`src/rtl/btn_conditioner_pkg.sv`:
```
// -----------------------------------------------------------------------------
// btn_conditioner_pkg
// Shared definitions for the button conditioner: the per-channel FSM state
// encoding, the default parameter values and a counter-width helper.
// -----------------------------------------------------------------------------
package btn_conditioner_pkg;

    typedef enum logic [1:0] {
        ST_IDLE  = 2'd0,   // released and stable
        ST_DEB_P = 2'd1,   // candidate press, counting stable high ticks
        ST_HELD  = 2'd2,   // accepted press, auto-repeat may run
        ST_DEB_R = 2'd3    // candidate release, counting stable low ticks
    } btn_state_t;

    localparam int DEF_N_BTN       = 5;
    localparam int DEF_TICK_DIV    = 50000;
    localparam int DEF_DEB_TICKS   = 10;
    localparam int DEF_REP_DELAY   = 400;
    localparam int DEF_REP_RATE    = 100;
    localparam int DEF_SYNC_STAGES = 2;

    // Bits needed to hold values 0..max_val (never less than one bit).
    function automatic int cnt_width(input int max_val);
        return (max_val < 1) ? 1 : $clog2(max_val + 1);
    endfunction

endpackage

```
`src/rtl/btn_channel.sv`:
```
// -----------------------------------------------------------------------------
// btn_channel
// One button channel: input synchroniser, debounce FSM and auto-repeat.
// The FSM only advances on cycles where tick is high; press/release_pulse
// are registered so they appear for one clock in the cycle after that tick.
//
// Ports
//   clock          single clock
//   reset          asynchronous, active-high
//   tick           prescaler strobe from the parent
//   btn_raw        unsynchronised, active-high button level
//   rep_en         auto-repeat enable (synchronous)
//   level          debounced button state
//   press          one-cycle pulse on accepted press and on each repeat
//   release_pulse  one-cycle pulse on accepted release
//                  (`release` is a SystemVerilog keyword, hence the name)
// -----------------------------------------------------------------------------
module btn_channel
    import btn_conditioner_pkg::*;
#(
    parameter int DEB_TICKS   = DEF_DEB_TICKS,
    parameter int REP_DELAY   = DEF_REP_DELAY,
    parameter int REP_RATE    = DEF_REP_RATE,
    parameter int SYNC_STAGES = DEF_SYNC_STAGES
) (
    input  logic clock,
    input  logic reset,
    input  logic tick,
    input  logic btn_raw,
    input  logic rep_en,
    output logic level,
    output logic press,
    output logic release_pulse
);

    localparam int CNT_W  = cnt_width(DEB_TICKS);
    localparam int RCNT_W = cnt_width((REP_DELAY > REP_RATE) ? REP_DELAY : REP_RATE);

    localparam logic [CNT_W-1:0]  CNT_ONE   = CNT_W'(1);
    localparam logic [CNT_W-1:0]  DEB_LIM   = CNT_W'(DEB_TICKS);
    localparam logic [RCNT_W-1:0] RCNT_ONE  = RCNT_W'(1);
    localparam logic [RCNT_W-1:0] DELAY_LIM = RCNT_W'(REP_DELAY);
    localparam logic [RCNT_W-1:0] RATE_LIM  = RCNT_W'(REP_RATE);

    logic [SYNC_STAGES-1:0] sync_p;
    logic                   s;

    btn_state_t        state, state_nx;
    logic [CNT_W-1:0]  cnt, cnt_nx, cnt_inc;
    logic [RCNT_W-1:0] rcnt, rcnt_nx, rcnt_inc;
    logic              rep_phase, rep_phase_nx;
    logic              level_nx, press_nx, release_nx;
    logic              rep_hit;

    // Synchroniser stage: btn_raw is never used before the last flop.
    always_ff @(posedge clock or posedge reset) begin
        if (reset) begin
            sync_p <= '0;
        end else begin
            sync_p <= {sync_p[SYNC_STAGES-2:0], btn_raw};
        end
    end

    assign s        = sync_p[SYNC_STAGES-1];
    assign cnt_inc  = cnt + CNT_ONE;
    assign rcnt_inc = rcnt + RCNT_ONE;

    // rcnt counts up to REP_DELAY before the first repeat (rep_phase=0),
    // then wraps every REP_RATE ticks (rep_phase=1).
    assign rep_hit = rep_phase ? (rcnt_inc == RATE_LIM) : (rcnt_inc == DELAY_LIM);

    // FSM / output register stage.
    always_ff @(posedge clock or posedge reset) begin
        if (reset) begin
            state         <= ST_IDLE;
            cnt           <= '0;
            rcnt          <= '0;
            rep_phase     <= 1'b0;
            level         <= 1'b0;
            press         <= 1'b0;
            release_pulse <= 1'b0;
        end else begin
            state         <= state_nx;
            cnt           <= cnt_nx;
            rcnt          <= rcnt_nx;
            rep_phase     <= rep_phase_nx;
            level         <= level_nx;
            press         <= press_nx;
            release_pulse <= release_nx;
        end
    end

    always_comb begin
        state_nx     = state;
        cnt_nx       = cnt;
        rcnt_nx      = rcnt;
        rep_phase_nx = rep_phase;
        level_nx     = level;
        press_nx     = 1'b0;
        release_nx   = 1'b0;

        if (tick) begin
            unique case (state)
                ST_IDLE: begin
                    if (s) begin
                        state_nx = ST_DEB_P;
                        cnt_nx   = CNT_ONE;
                    end
                end
                ST_DEB_P: begin
                    if (!s) begin
                        state_nx = ST_IDLE;
                    end else if (cnt_inc >= DEB_LIM) begin
                        state_nx     = ST_HELD;
                        level_nx     = 1'b1;
                        press_nx     = 1'b1;
                        rcnt_nx      = '0;
                        rep_phase_nx = 1'b0;
                    end else begin
                        cnt_nx = cnt_inc;
                    end
                end
                ST_HELD: begin
                    if (!s) begin
                        state_nx = ST_DEB_R;
                        cnt_nx   = CNT_ONE;
                    end else if (!rep_en) begin
                        // Repeat disabled: hold the wait at its start so that
                        // re-enabling restarts the full REP_DELAY.
                        rcnt_nx      = '0;
                        rep_phase_nx = 1'b0;
                    end else if (rep_hit) begin
                        press_nx     = 1'b1;
                        rcnt_nx      = '0;
                        rep_phase_nx = 1'b1;
                    end else begin
                        rcnt_nx = rcnt_inc;
                    end
                end
                ST_DEB_R: begin
                    // A bounce back high resumes HELD with rcnt untouched.
                    if (s) begin
                        state_nx = ST_HELD;
                    end else if (cnt_inc >= DEB_LIM) begin
                        state_nx   = ST_IDLE;
                        level_nx   = 1'b0;
                        release_nx = 1'b1;
                    end else begin
                        cnt_nx = cnt_inc;
                    end
                end
                default: begin
                    state_nx = ST_IDLE;
                end
            endcase
        end
    end

endmodule

```
`src/rtl/btn_conditioner.sv`:
```
// -----------------------------------------------------------------------------
// btn_conditioner
// Debounces N_BTN push buttons with optional per-channel auto-repeat.
// A shared prescaler produces the sample tick; each channel is an
// independent btn_channel instance.
//
// Ports
//   clock          single clock
//   reset          asynchronous, active-high
//   btn_raw        [N_BTN] unsynchronised, active-high button levels
//   rep_en         [N_BTN] per-channel auto-repeat enable
//   level          [N_BTN] debounced button state
//   press          [N_BTN] one-cycle pulse on press and on each repeat
//   release_pulse  [N_BTN] one-cycle pulse on release
//                  (`release` is a SystemVerilog keyword, hence the name)
//   tick           one-cycle prescaler pulse, every TICK_DIV clocks
// -----------------------------------------------------------------------------
module btn_conditioner
    import btn_conditioner_pkg::*;
#(
    parameter int N_BTN       = DEF_N_BTN,
    parameter int TICK_DIV    = DEF_TICK_DIV,
    parameter int DEB_TICKS   = DEF_DEB_TICKS,
    parameter int REP_DELAY   = DEF_REP_DELAY,
    parameter int REP_RATE    = DEF_REP_RATE,
    parameter int SYNC_STAGES = DEF_SYNC_STAGES
) (
    input  logic             clock,
    input  logic             reset,
    input  logic [N_BTN-1:0] btn_raw,
    input  logic [N_BTN-1:0] rep_en,
    output logic [N_BTN-1:0] level,
    output logic [N_BTN-1:0] press,
    output logic [N_BTN-1:0] release_pulse,
    output logic             tick
);

    localparam int              PRE_W    = cnt_width(TICK_DIV - 1);
    localparam logic [PRE_W-1:0] PRE_LAST = PRE_W'(TICK_DIV - 1);
    localparam logic [PRE_W-1:0] PRE_ONE  = PRE_W'(1);

    logic [PRE_W-1:0] pre_cnt;

    // tick decodes the terminal count, so it is high exactly in the cycle
    // where the prescaler sits at TICK_DIV-1 and is 0 throughout reset.
    assign tick = (pre_cnt == PRE_LAST);

    always_ff @(posedge clock or posedge reset) begin
        if (reset) begin
            pre_cnt <= '0;
        end else if (tick) begin
            pre_cnt <= '0;
        end else begin
            pre_cnt <= pre_cnt + PRE_ONE;
        end
    end

    for (genvar i = 0; i < N_BTN; i++) begin : g_ch
        btn_channel #(
            .DEB_TICKS   (DEB_TICKS),
            .REP_DELAY   (REP_DELAY),
            .REP_RATE    (REP_RATE),
            .SYNC_STAGES (SYNC_STAGES)
        ) u_channel (
            .clock         (clock),
            .reset         (reset),
            .tick          (tick),
            .btn_raw       (btn_raw[i]),
            .rep_en        (rep_en[i]),
            .level         (level[i]),
            .press         (press[i]),
            .release_pulse (release_pulse[i])
        );
    end

endmodule

```
`config.mk`:
```
export PLATFORM = sky130hd
export DESIGN_NAME = btn_conditioner
export DESIGN_NICKNAME = d
export VERILOG_FILES = /design/src/rtl/btn_conditioner_pkg.sv /design/src/rtl/btn_channel.sv /design/src/rtl/btn_conditioner.sv
export SDC_FILE = /design/constraint.sdc
export NUM_CORES = 1
export LEC_CHECK = 0
export ABC_AREA = 1
export CORE_ASPECT_RATIO = 0.5
export CORE_MARGIN = 3
export CORE_UTILIZATION = 60
export DETAILED_ROUTE_END_ITERATION = 16
export PLACE_DENSITY_LB_ADDON = 0.25
export RECOVER_POWER = 50
export SETUP_SLACK_MARGIN = 0.4
export SLEW_MARGIN = 15
export SYNTH_ARGS = -nofsm -noshare
export SYNTH_HDL_FRONTEND = slang
export SYNTH_HIERARCHICAL = 1
export SYNTH_SLANG_ARGS = --single-unit
export TNS_END_PERCENT = 30
```
`constraint.sdc`:
```
create_clock -name clock -period 3.7 [get_ports clock]
set_input_delay 0.925 -clock clock [delete_from_list [all_inputs] [get_ports clock]]
set_output_delay 0.925 -clock clock [all_outputs]
set_load 0.01 [all_outputs]
```
==> impl_metrics.tcl <==
set metrics [dict create \
    run_status "complete, no violations" \
    synth_enable_flop_cells 0 \
    htree_num_levels 4 \
    number_of_drc_markers_in_iteration_0 497 \
    biggest_area_contributors_in_the_synthesized_netlist "sky130_fd_sc_hd__dfrtp_1 37%, sky130_fd_sc_hd__nand2_1 16%, sky130_fd_sc_hd__nand3_1 7.8%" \
    clockBufferDepth 2 \
    io_buffers 27 \
    detail_route.wl_per_cell_um 12.88 \
    drt_drc_violations_left 0 \
    crit_path_max_fanout 7 \
    start_kind "flip-flop" \
    dp_hpwl_um 12120 \
    netSwitchingFraction_pct 20.71 \
    timing.critical_path.cells "ha_1 > nand3_1 > nor2_1 > nand2_1 > inv_1 > clkdlybuf4s50_1" \
    relative_max_transition_margin_pct 42.08 \
    hp-class "flip-flop to flip-flop" \
    r2r-end "g_ch[3].u_channel/rcnt[2]" \
    antennaDiodeCount 0 \
    vias 7305 \
    finalHoldViolations 0 \
    postLayoutCellArea_um2 9134 \
    crit_end_element "output port" \
    synth-seq-cells 121 \
    boundaryPins 28 \
    layout.cells.non_filler 1348 \
    worst_hold_startpoint "g_ch[0].u_channel/sync_p[0]" \
    p_total_uw 3029 \
    dr.max_layer_used "met4" \
    grt_first_pass_wirelength_um 30240 \
    number_of_antenna_violations_at_the_first_check_in_global_routing 0 \
    cp_slowest_cell "sky130_fd_sc_hd__clkdlybuf4s50_1" \
    power.density_cell_area_nw_per_um2 331.6 \
    synthesis.area_per_instance_um2 7.221 \
    hold-path-cell-count 0 \
    yosys.cell_types.count 37 \
    pin_count_of_the_biggest_net_entering_global_routing 27 \
    intPower_uw 2401 \
    cts_root_buffer "sky130_fd_sc_hd__clkbuf_16" \
    vias_per_cell 5.419 \
    whs_ns 0.3465 \
    crit_type "flip-flop to output port" \
    layout_min_cycle_time_ns 3.064 \
    holdBufCountCts 0 \
    critical_path.reg2reg.startpoint "pre_cnt[0]" \
    global_route.overflow_total 0 \
    maxSlewViolCount 0 \
    vias_in_the_first_global_route 6812 \
    synth_top_area_cell "sky130_fd_sc_hd__dfrtp_1" \
    drtAntennaViolNets 0 \
    final_layout_size_suffix_gt1_share_pct 12.31 \
    fp-row-count 29 \
    worst_hold_path.endpoint "g_ch[0].u_channel/sync_p[1]" \
    timing.reg2reg.setup_slack_ns 1.10 \
    numCtsBuffers 17 \
    synth.net_count 1177 \
    cts.sink_count 121 \
    power.combinational.fraction_pct 1.7 \
    crit_path_max_incr_delay_ns 0.54 \
    synthDominantCellAreaShare_pct 37.24 \
    cap_viol_max_count 0 \
    fin_setup_tns_ns 0 \
    netlist_instances 1126 \
    worst_ep_arrival_time_ns 2.14 \
    placedInstanceArea_um2 8578 \
    power.static_leakage_uw 0.005036 \
    irDropWorstVdd_uv 231.4 \
    worst_pin_slew_ns 0.8678 \
    postCtsSetupRepairBufs 0 \
    wl_met2_um 8351 \
    tritoncts "built" \
    synth_async_sr_flop_share_pct 100.0 \
    grt_setup_unrepaired "no" \
    syn_area_um2 8130 \
    clock_power_share_pct 54.2 \
    final_nets 1218 \
    power.net_switching_uw 627.4 \
    floorplan.die.height_um 88.31 \
    dp_cells 1318 \
    routabilityCongestion 0.8939 \
    fmaxAchievable_mhz 326.4 \
    path_depth_of_the_worst_reg2reg_path 13 \
    clk_latency_ns 0.41 \
    global_route.usage.total_pct 24.44 \
    finClkSkew_ns 0.01308 \
    finalSetupViolations 0 \
    floorplan.initialDensity_pct 62.76 \
    ctsResizeCount 0 \
    met3_length_um 614 \
    dieArea_um2 15070 \
    sequentialPowerShare_pct 44.1 \
    finalCritPeriodShare_pct 82.80 \
    horizontal_extent_of_the_die_um 170.6 \
    syn_to_final_growth_pct 12.34 \
    yosys_warnings 6 \
    pre_antenna_drt_iters 5 \
    synth-seq-area-share_pct 37.24 \
    placeableCoreArea_um2 12950 \
    cp_data_required_time_ns 2.77 \
    postRouteWirelength_um 17360 \
    met1_length_um 8226 \
    ys.flop_type "sky130_fd_sc_hd__dfrtp_1" \
    worst_path_clk_slew_ns 0.05 \
]
cell type report:
type | instances | area [µm²]
multi-input cells | 851 | 4486
fillers | 1027 | 3820
flip-flops and latches | 121 | 3028
inverters | 148 | 555.5
clock buffers | 20 | 446.7
repair buffers | 28 | 277.8
well taps | 170 | 212.7
clock inverters | 10 | 127.6
state kept, by name (all words and copies together) (netlist names), named ones only:
register                      flops
g_ch.u_channel/cnt               20
g_ch.u_channel/level              5
g_ch.u_channel/press              5
g_ch.u_channel/rcnt              45
g_ch.u_channel/release_pulse      5
g_ch.u_channel/rep_phase          5
g_ch.u_channel/state              5
g_ch.u_channel/sync_p            10
pre_cnt                          16
critical path, delay by kind of cell (launching register included):
| family | cells | cell delay [ns] |
|---|---|---|
| fa+ha+maj | 1 | 0.22 |
| buf+inv | 2 | 0.68 |
| flops | 1 | 0.38 |
| simple gates | 3 | 0.45 |
synthesized netlist by cell type, types with 11 or more instances:
cell and n:
sky130_fd_sc_hd__nand2_1 342, sky130_fd_sc_hd__inv_1 129, sky130_fd_sc_hd__nand3_1 127, sky130_fd_sc_hd__nor2_1 123, sky130_fd_sc_hd__dfrtp_1 121, sky130_fd_sc_hd__ha_1 39, sky130_fd_sc_hd__o21ai_0 29, sky130_fd_sc_hd__nand2_2 25
sky130_fd_sc_hd__nor2_2 20, sky130_fd_sc_hd__inv_2 19, sky130_fd_sc_hd__nor2_4 13, sky130_fd_sc_hd__a21oi_1 12, sky130_fd_sc_hd__nand4_1 11, sky130_fd_sc_hd__xor2_1 11
metrics by stage:
step                      setup WS, ns  utilization [%]
after floorplan                  1.572                -
after global placement           1.163            66.22
after detailed placement         1.131            66.22
after CTS                       0.6738            70.66
after global routing            0.4840            70.51
final                           0.6362            70.51
cell usage in the layout (no fill, tap or decap), types with 10 or more instances in the layout:
cell,n
sky130_fd_sc_hd__inv_2,18
sky130_fd_sc_hd__nand3_1,128
sky130_fd_sc_hd__o21ai_0,29
sky130_fd_sc_hd__nor2_1,125
sky130_fd_sc_hd__clkdlybuf4s50_1,21
sky130_fd_sc_hd__ha_1,39
sky130_fd_sc_hd__xor2_1,11
sky130_fd_sc_hd__dfrtp_1,121
sky130_fd_sc_hd__nand2_2,23
sky130_fd_sc_hd__nand2_4,10
sky130_fd_sc_hd__clkbuf_16,17
sky130_fd_sc_hd__nor2_4,13
sky130_fd_sc_hd__inv_1,130
sky130_fd_sc_hd__nor2_2,18
sky130_fd_sc_hd__a21oi_1,13
sky130_fd_sc_hd__nand4_1,11
sky130_fd_sc_hd__nand2_1,344
sky130_fd_sc_hd__nor3_1,10
kinds of logic (layout without fill, tap and decap cells):
kind of cell / count (synthesis) / count (layout) / share of synthesized area [%]
xor gates and xnor gates: 18 / 18 / 1.939
buffers and inverters: 154 / 206 / 7.356
and+or+nand+nor: 701 / 701 / 39.72
AOI/OAI and AO/OA: 93 / 93 / 7.741
DFF: 121 / 121 / 37.24
adders and majority gates: 39 / 39 / 6.002
power groups by stage:
stage	combinational, µW	clock [µW]	sequential [µW]
after floorplan	31.0	0	1360
after global placement	53.6	0	1360
after detailed placement	54.7	0	1360
after CTS	55.5	1660	1340
after global routing	59.9	1720	1340
final	52.1	1640	1340
how the worst max path moves through the flow:
stage,startpoint,slack (ns),endpoint
4_1_cts,pre_cnt[0],0.67,tick
3_5_place_dp,pre_cnt[0],1.13,tick
6_report,pre_cnt[0],0.64,tick
3_3_place_gp,pre_cnt[0],1.16,tick
2_1_floorplan,pre_cnt[0],1.57,tick
5_1_grt,pre_cnt[0],0.48,tick
metal layers:
layer / global-route usage (%) / up-vias
met3: 4.328 / 15
met4: 7.432 / 0
met1: 32.06 / 3497
li1: - / 3660
met5: 0 / -
met2: 42.18 / 133
No activity file was read; power rests on OpenSTA's default activity.
